### src/rtl/field_marker_if.sv
// Board settings bundle shared by the game control blocks.
interface game_set_if;
    logic [4:0] button_num;

    modport in (input button_num);
endinterface

### src/rtl/field_marker.sv
// Minefield cell-state keeper: applies click events to a dual-port board memory.
// Build option: define FIELD_QMARK_EN to add the QUESTION mark to the flag cycle.
module field_marker #(
    parameter int MAX_DIM = 16
) (
    input  logic       clk,
    input  logic       rst_n,
    game_set_if.in     in,
    input  logic       bomb,
    input  logic       flag,
    input  logic [4:0] button_index_x,
    input  logic [4:0] button_index_y,
    input  logic       new_game,
    input  logic [7:0] mine_count,
    input  logic [4:0] rd_x,
    input  logic [4:0] rd_y,
    output logic [1:0] rd_state,
    output logic       reveal_valid,
    output logic [4:0] reveal_x,
    output logic [4:0] reveal_y,
    output logic [7:0] flags_left,
    output logic       busy
);
    localparam int IDX_W  = $clog2(MAX_DIM);
    localparam int ADDR_W = 2 * IDX_W;
    localparam int DEPTH  = MAX_DIM * MAX_DIM;
    localparam logic [ADDR_W-1:0] LAST_ADDR = ADDR_W'(DEPTH - 1);

    localparam logic [1:0] CELL_HIDDEN   = 2'b00;
    localparam logic [1:0] CELL_FLAGGED  = 2'b01;
    localparam logic [1:0] CELL_REVEALED = 2'b10;
    localparam logic [1:0] CELL_QUESTION = 2'b11;

`ifdef FIELD_QMARK_EN
    localparam logic [1:0] UNFLAG_TO = CELL_QUESTION;
`else
    localparam logic [1:0] UNFLAG_TO = CELL_HIDDEN;
`endif

    typedef enum logic [1:0] {S_CLEAR, S_IDLE, S_READ, S_WRITE} state_t;

    state_t              r_state, w_state_next;
    logic [ADDR_W-1:0]   r_clr_addr, w_clr_addr_next;
    logic                r_bomb_d, r_flag_d;
    logic                r_ev_bomb, w_ev_bomb_next;
    logic [4:0]          r_ev_x, r_ev_y, w_ev_x_next, w_ev_y_next;
    logic [ADDR_W-1:0]   r_ev_addr, w_ev_addr_next;
    logic [7:0]          r_flags_left, w_flags_next, w_flags_inc;
    logic                r_reveal_valid, w_reveal_next;
    logic [4:0]          r_reveal_x, r_reveal_y;
    logic [1:0]          r_mem [DEPTH];
    logic [1:0]          r_cell, w_cell, r_rd_state;
    logic                w_we_fsm, w_we;
    logic [ADDR_W-1:0]   w_waddr, w_rd_addr;
    logic [1:0]          w_wdata;
    logic [IDX_W-1:0]    w_xm1, w_ym1;
    logic                w_bomb_edge, w_flag_edge, w_in_range, w_event;
    logic                w_unused;

    assign w_bomb_edge = bomb & ~r_bomb_d;
    assign w_flag_edge = flag & ~r_flag_d;
    assign w_in_range  = (button_index_x != 5'd0) && (button_index_x <= in.button_num) &&
                         (button_index_y != 5'd0) && (button_index_y <= in.button_num);
    assign w_event     = (w_bomb_edge | w_flag_edge) & w_in_range;
    assign w_xm1       = button_index_x[IDX_W-1:0] - IDX_W'(1);
    assign w_ym1       = button_index_y[IDX_W-1:0] - IDX_W'(1);
    assign w_flags_inc = (r_flags_left < mine_count) ? r_flags_left + 8'd1 : r_flags_left;
    assign w_rd_addr   = {rd_y[IDX_W-1:0], rd_x[IDX_W-1:0]};
    assign w_unused    = ^{rd_x, rd_y};

    // Without the question mark a stray 2'b11 behaves like an untouched cell.
`ifdef FIELD_QMARK_EN
    assign w_cell = r_cell;
`else
    assign w_cell = (r_cell == CELL_QUESTION) ? CELL_HIDDEN : r_cell;
`endif

    always_comb begin
        w_state_next    = r_state;
        w_clr_addr_next = r_clr_addr;
        w_ev_bomb_next  = r_ev_bomb;
        w_ev_x_next     = r_ev_x;
        w_ev_y_next     = r_ev_y;
        w_ev_addr_next  = r_ev_addr;
        w_flags_next    = r_flags_left;
        w_reveal_next   = 1'b0;
        w_we_fsm        = 1'b0;
        w_waddr         = r_ev_addr;
        w_wdata         = CELL_HIDDEN;

        case (r_state)
            S_CLEAR: begin
                w_we_fsm        = 1'b1;
                w_waddr         = r_clr_addr;
                w_clr_addr_next = r_clr_addr + ADDR_W'(1);
                if (r_clr_addr == LAST_ADDR) begin
                    w_state_next = S_IDLE;
                end
            end
            S_IDLE: begin
                if (w_event) begin
                    w_ev_bomb_next = w_bomb_edge;
                    w_ev_x_next    = button_index_x;
                    w_ev_y_next    = button_index_y;
                    w_ev_addr_next = {w_ym1, w_xm1};
                    w_state_next   = S_READ;
                end
            end
            S_READ: begin
                w_state_next = S_WRITE;
            end
            S_WRITE: begin
                w_state_next = S_IDLE;
                if (r_ev_bomb) begin
                    if (w_cell == CELL_HIDDEN || w_cell == CELL_QUESTION) begin
                        w_we_fsm      = 1'b1;
                        w_wdata       = CELL_REVEALED;
                        w_reveal_next = 1'b1;
                    end
                end else begin
                    case (w_cell)
                        CELL_HIDDEN: begin
                            if (r_flags_left != 8'd0) begin
                                w_we_fsm     = 1'b1;
                                w_wdata      = CELL_FLAGGED;
                                w_flags_next = r_flags_left - 8'd1;
                            end
                        end
                        CELL_FLAGGED: begin
                            w_we_fsm     = 1'b1;
                            w_wdata      = UNFLAG_TO;
                            w_flags_next = w_flags_inc;
                        end
                        CELL_QUESTION: begin
                            w_we_fsm = 1'b1;
                            w_wdata  = CELL_HIDDEN;
                        end
                        default: ;
                    endcase
                end
            end
            default: begin
                w_state_next = S_CLEAR;
            end
        endcase

        // new_game pre-empts whatever is in flight, including its write and pulse.
        if (new_game) begin
            w_state_next    = S_CLEAR;
            w_clr_addr_next = '0;
            w_flags_next    = mine_count;
            w_we_fsm        = 1'b0;
            w_reveal_next   = 1'b0;
        end
    end

    assign w_we = w_we_fsm & rst_n;

    always_ff @(posedge clk) begin
        if (!rst_n) begin
            r_state        <= S_CLEAR;
            r_clr_addr     <= '0;
            r_bomb_d       <= 1'b0;
            r_flag_d       <= 1'b0;
            r_ev_bomb      <= 1'b0;
            r_ev_x         <= 5'd0;
            r_ev_y         <= 5'd0;
            r_ev_addr      <= '0;
            r_flags_left   <= 8'd0;
            r_reveal_valid <= 1'b0;
            r_reveal_x     <= 5'd0;
            r_reveal_y     <= 5'd0;
        end else begin
            r_state        <= w_state_next;
            r_clr_addr     <= w_clr_addr_next;
            r_bomb_d       <= bomb;
            r_flag_d       <= flag;
            r_ev_bomb      <= w_ev_bomb_next;
            r_ev_x         <= w_ev_x_next;
            r_ev_y         <= w_ev_y_next;
            r_ev_addr      <= w_ev_addr_next;
            r_flags_left   <= w_flags_next;
            r_reveal_valid <= w_reveal_next;
            if (w_reveal_next) begin
                r_reveal_x <= r_ev_x;
                r_reveal_y <= r_ev_y;
            end
        end
    end

    // FSM port: write plus registered read of the latched event address.
    always_ff @(posedge clk) begin
        if (w_we) begin
            r_mem[w_waddr] <= w_wdata;
        end
        r_cell <= r_mem[r_ev_addr];
    end

    // Drawing port: read-first, so a same-cycle write shows the old value.
    always_ff @(posedge clk) begin
        if (!rst_n) begin
            r_rd_state <= CELL_HIDDEN;
        end else begin
            r_rd_state <= r_mem[w_rd_addr];
        end
    end

    assign rd_state     = r_rd_state;
    assign reveal_valid = r_reveal_valid;
    assign reveal_x     = r_reveal_x;
    assign reveal_y     = r_reveal_y;
    assign flags_left   = r_flags_left;
    assign busy         = (r_state != S_IDLE);
endmodule

### src/flat_wrapper.sv
// flat-port wrapper written by rule: the top's interface ports become plain ports
module field_marker_flat 
#(
    parameter int MAX_DIM = 16
)
  (clk, rst_n, bomb, flag, button_index_x, button_index_y, new_game, mine_count, rd_x, rd_y, rd_state, reveal_valid, reveal_x, reveal_y, flags_left, busy, in_button_num);
  game_set_if in_i ();
  input  logic clk;
  input  logic rst_n;
  input  logic bomb;
  input  logic flag;
  input  logic [4:0] button_index_x;
  input  logic [4:0] button_index_y;
  input  logic new_game;
  input  logic [7:0] mine_count;
  input  logic [4:0] rd_x;
  input  logic [4:0] rd_y;
  output logic [1:0] rd_state;
  output logic reveal_valid;
  output logic [4:0] reveal_x;
  output logic [4:0] reveal_y;
  output logic [7:0] flags_left;
  output logic busy;
  input wire logic [$bits(in_i.button_num)-1:0] in_button_num;
  assign in_i.button_num = in_button_num;
  field_marker #(.MAX_DIM(MAX_DIM)) u_core (.clk(clk), .rst_n(rst_n), .in(in_i), .bomb(bomb), .flag(flag), .button_index_x(button_index_x), .button_index_y(button_index_y), .new_game(new_game), .mine_count(mine_count), .rd_x(rd_x), .rd_y(rd_y), .rd_state(rd_state), .reveal_valid(reveal_valid), .reveal_x(reveal_x), .reveal_y(reveal_y), .flags_left(flags_left), .busy(busy));
endmodule
### config.mk
export PLATFORM = sky130hd
export DESIGN_NAME = field_marker_flat
export DESIGN_NICKNAME = d
export VERILOG_FILES = /design/src/rtl/field_marker_if.sv /design/src/rtl/field_marker.sv /design/src/flat_wrapper.sv
export SDC_FILE = /design/constraint.sdc
export NUM_CORES = 1
export LEC_CHECK = 0
export ABC_AREA = 1
export CELL_PAD_IN_SITES_DETAIL_PLACEMENT = 0
export CELL_PAD_IN_SITES_GLOBAL_PLACEMENT = 1
export CORE_MARGIN = 2
export CORE_UTILIZATION = 30
export CTS_BUF_LIST = sky130_fd_sc_hd__clkbuf_16
export DETAILED_ROUTE_END_ITERATION = 10
export PLACE_DENSITY = 0.66
export SLEW_MARGIN = 20
export SYNTH_ARGS = -nofsm -noshare
export SYNTH_HDL_FRONTEND = slang
export SYNTH_SLANG_ARGS = --single-unit
### constraint.sdc
create_clock -name clk -period 17.78 [get_ports clk]
set_clock_uncertainty 0.1 [all_clocks]
set_input_delay 3.556 -clock clk [delete_from_list [all_inputs] [get_ports clk]]
set_output_delay 3.556 -clock clk [all_outputs]
set_load 0.01 [all_outputs]
==> out/results.ini <==
[run_status]
status = finished, final reports clean

[detailed_routing]
wirelength_um = 108100
vias_per_cell = 5.356
drtIter0Drc = 2838
remaining_drc_errors = 0
wire_per_inst_um = 22.67
vias = 25550
firstDrtPassIters = 6
postRouteAntennaNets = 0

[placed_design]
dp_hpwl_um = 60570
numPortBuffers = 57
pre_cts_ws_ns = 10.26
placed_cells = 4661
place_congestion = 0.8138

[sta]
fin_crit_sh_pct = 39.11
period_needed_ns = 6.954
hold_violations = 0
max-slew-margin-rel_pct = 29.60
rsz0062_at_grt = false
setup_slack_ns = 10.83
worstMarginPinSlew_ns = 1.056
setup_violations = 0
tns_ns = 0
fmax_mhz = 143.8
slew_viol_final = 0

[setup_path]
path_cells = clkbuf_8 > inv_8 > buf_4 > nand2_1 > nand3_1 > nand3_1 > nand3_1 > nand2_1 > o21ai_1 > nand2_1 > nand3_1 > nand3_1 > a21oi_1
cpMostUsedCell = nand3_1
cp_max_fo = 127
cp-endpoint = u_core.rd_state[1]
reg2reg_from = u_core.r_ev_addr[0]
critPathRequiredTime_ns = 18.20
cp-start-kind = primary input
r2r_end = u_core.r_cell[1]
criticalPathCategory = in -> reg
slowest_stage = buf_4
reg2reg_depth = 13
r2r_slack_ns = 13.56
end_kind = register
critical-path-max-stage-delay_ns = 0.94
arrival_ns = 7.37
critPathLaunch = rd_x[0]

[pwr]
switchingPower_mw = 0.6687
switching_share_pct = 23.75
ir_worst_vdd_mv = 0.07383
power.internal_mw = 2.147
seq_power_share_pct = 50.9
p_leak_nw = 12.23
share_comb_of_total_power_pct = 6.2
p_per_area_nw_per_um2 = 84.54
power.total_mw = 2.816
p_clk_share_pct = 42.8

[cells_and_area]
final_cells = 4770
fillers = 10300
final_nets = 3499
drive_above_1_share_pct = 6.509
area_growth_syn_to_layout_pct = 10.61
diodes = 0

[grt]
antenna_found_initial = 0
met1_usage_pct = 28.30
grt_pass1_wl_um = 160600
grt_max_degree = 192
globalRoute.totalOverflow = 0
first_global_vias = 24700
grt.busiest_layer = met2
grt_usage_pct = 20.64
met3_usage_pct = 3.199
grtUsageMet2_pct = 33.68

[run]
max_cap_violations = 0

[clock_network]
cts.clk_slew.worst_paths_ns = 0.06
cts_made_buffers = 61
postCtsSetupBuffers = 0
insertion_delay_ns = 0.64
postCtsHoldBufs = 0
cts_buffer_depth = 3
cts_root_buf = clkbuf_16
cts_tree = built
cts-htree-levels = 2
cts_sinks = 566
cts_resized = 0

[yosys]
synth_edf_count = 512
yosys_warnings = 0
synth_top_area_share_pct = 51.06
ys.flop_type = edfxtp_1
synth_cell_type_count = 37
yosysSeqAreaShare_pct = 54.65
syn_area_per_cell_um2 = 8.526
syn_nets = 3605
synth_top_area_cell = edfxtp_1
syn_inst = 3532
syn_area_um2 = 30110
async_reset_ff_share_pct = 0
synth.area.top_cells = edfxtp_1 (51%), nand3_1 (12%), nand2_1 (11%)
ys_ff_latch = 566

[hold_path]
hold_class = reg -> reg

[die]
dieArea_um2 = 102900
die_w_um = 320.8
dieHeight_um = 320.8
ioPinCount = 60
initial_core_util_pct = 30.16
row_count = 116
core_um2 = 99860

[power groups by stage]
stage          Combinational, mW  Sequential, mW  Clock [mW]
6_report                   0.176            1.43        1.21
5_1_grt                    0.191            1.43        1.28
4_1_cts                    0.174            1.43        1.22
3_5_place_dp               0.173            1.46           0
3_3_place_gp               0.174            1.46           0
2_1_floorplan              0.107            1.46           0
[per-stage QoR]
stage	cell area, um2	hold WS (ns)	utilization [%]
global placement	31460	0.3568	31.51
finish	33310	0.3666	33.36
floorplan	30110	0.3457	-
detailed placement	31460	0.3615	31.51
CTS	33310	0.3695	33.36
global route	33310	0.3874	33.36
[flip-flops by register name, indices dropped and copies added, names as in the netlist]
name                 count
u_core.r_state           2
u_core.rd_state          2
u_core.r_mem           512
u_core.reveal_valid      1
u_core.r_bomb_d          1
u_core.r_ev_y            5
u_core.r_flag_d          1
u_core.r_clr_addr        8
u_core.r_ev_addr         8
u_core.reveal_y          5
u_core.reveal_x          5
u_core.r_ev_x            5
u_core.flags_left        8
u_core.r_cell            2
u_core.r_ev_bomb         1
[placed cells by master (no fill, tap or decap), types with 3 or more instances in the layout]
| master | instances |
|---|---|
| nor2_2 | 63 |
| inv_6 | 3 |
| o21ai_1 | 8 |
| buf_4 | 49 |
| clkinv_2 | 8 |
| dfxtp_1 | 50 |
| nor2_1 | 357 |
| nand2_1 | 913 |
| clkbuf_16 | 63 |
| inv_2 | 7 |
| o21ai_0 | 224 |
| dfxtp_4 | 3 |
| or2_1 | 8 |
| edfxtp_1 | 512 |
| nand3_1 | 728 |
| nand4_1 | 4 |
| clkinvlp_4 | 6 |
| inv_1 | 104 |
| buf_12 | 3 |
| nand4_4 | 3 |
| ha_1 | 34 |
| clkinv_1 | 15 |
| nor3_1 | 75 |
| a21oi_1 | 67 |
| clkdlybuf4s50_1 | 53 |
| xor2_1 | 9 |
| o22ai_1 | 76 |
[cell families (layout without fill, tap and decap cells)]
| logic type | Yosys count | in the layout | share of synthesized area [%] |
|---|---|---|---|
| compound gates | 382 | 382 | 6.735 |
| xor+xnor | 11 | 11 | 0.3200 |
| fa+ha+maj | 35 | 35 | 1.479 |
| buf+inv | 380 | 320 | 5.618 |
| flops | 566 | 566 | 54.65 |
| simple gates | 2158 | 2158 | 31.20 |
[synthesized netlist by cell type, types with 3 or more instances]
cell      instances
xor2_1            9
edfxtp_1        512
ha_1             34
o21ai_1           8
inv_2             7
nand4_1           4
buf_6            12
o22ai_1          76
clkbuf_1        110
nand3_1         728
nor2_2           63
nor2_1          357
nor3_1           76
clkinv_1          3
o21ai_0         224
or2_1             8
a21oi_1          67
buf_1            25
nand2_1         914
dfxtp_1          54
inv_1            93
buf_4             5
nand4_4           3
buf_2           124
[per-layer routing]
metal  wire (um)  vias to the layer above
met4        3060                        0
li1            -                    11970
met3        7847                      177
met1       46830                    12410
met2       50410                      993
met5           0                        -
[worst min-delay path by stage]
stage	depth (start not counted)	start	to
after floorplan	2	u_core.r_ev_x[0]	u_core.r_ev_x[0]
after global placement	2	u_core.r_ev_y[0]	u_core.r_ev_y[0]
after detailed placement	2	u_core.r_ev_y[0]	u_core.r_ev_y[0]
after CTS	2	u_core.r_ev_y[0]	u_core.r_ev_y[0]
after global routing	2	u_core.r_ev_y[0]	u_core.r_ev_y[0]
final	2	u_core.r_ev_y[0]	u_core.r_ev_y[0]
[worst max-delay path: cells and delay by family]
kind                   cells  cell delay [ns]
AOI/OAI and AO/OA          2             0.68
buffers and inverters      3             2.01
and+or+nand+nor            8             0.91
[final cells by class]
class                      instances  area [um2]  area share (%)
inverter                         103       409.1           1.228
tap                             1298        1624           4.876
clock buffer                      63        1577           4.733
clock inverter                    46       267.8          0.8039
sequential                       566       16470           49.44
multi-input combinational       2586       11970           35.95
timing repair buffer             108       988.4           2.968
Power figures use the tool's default switching activity.
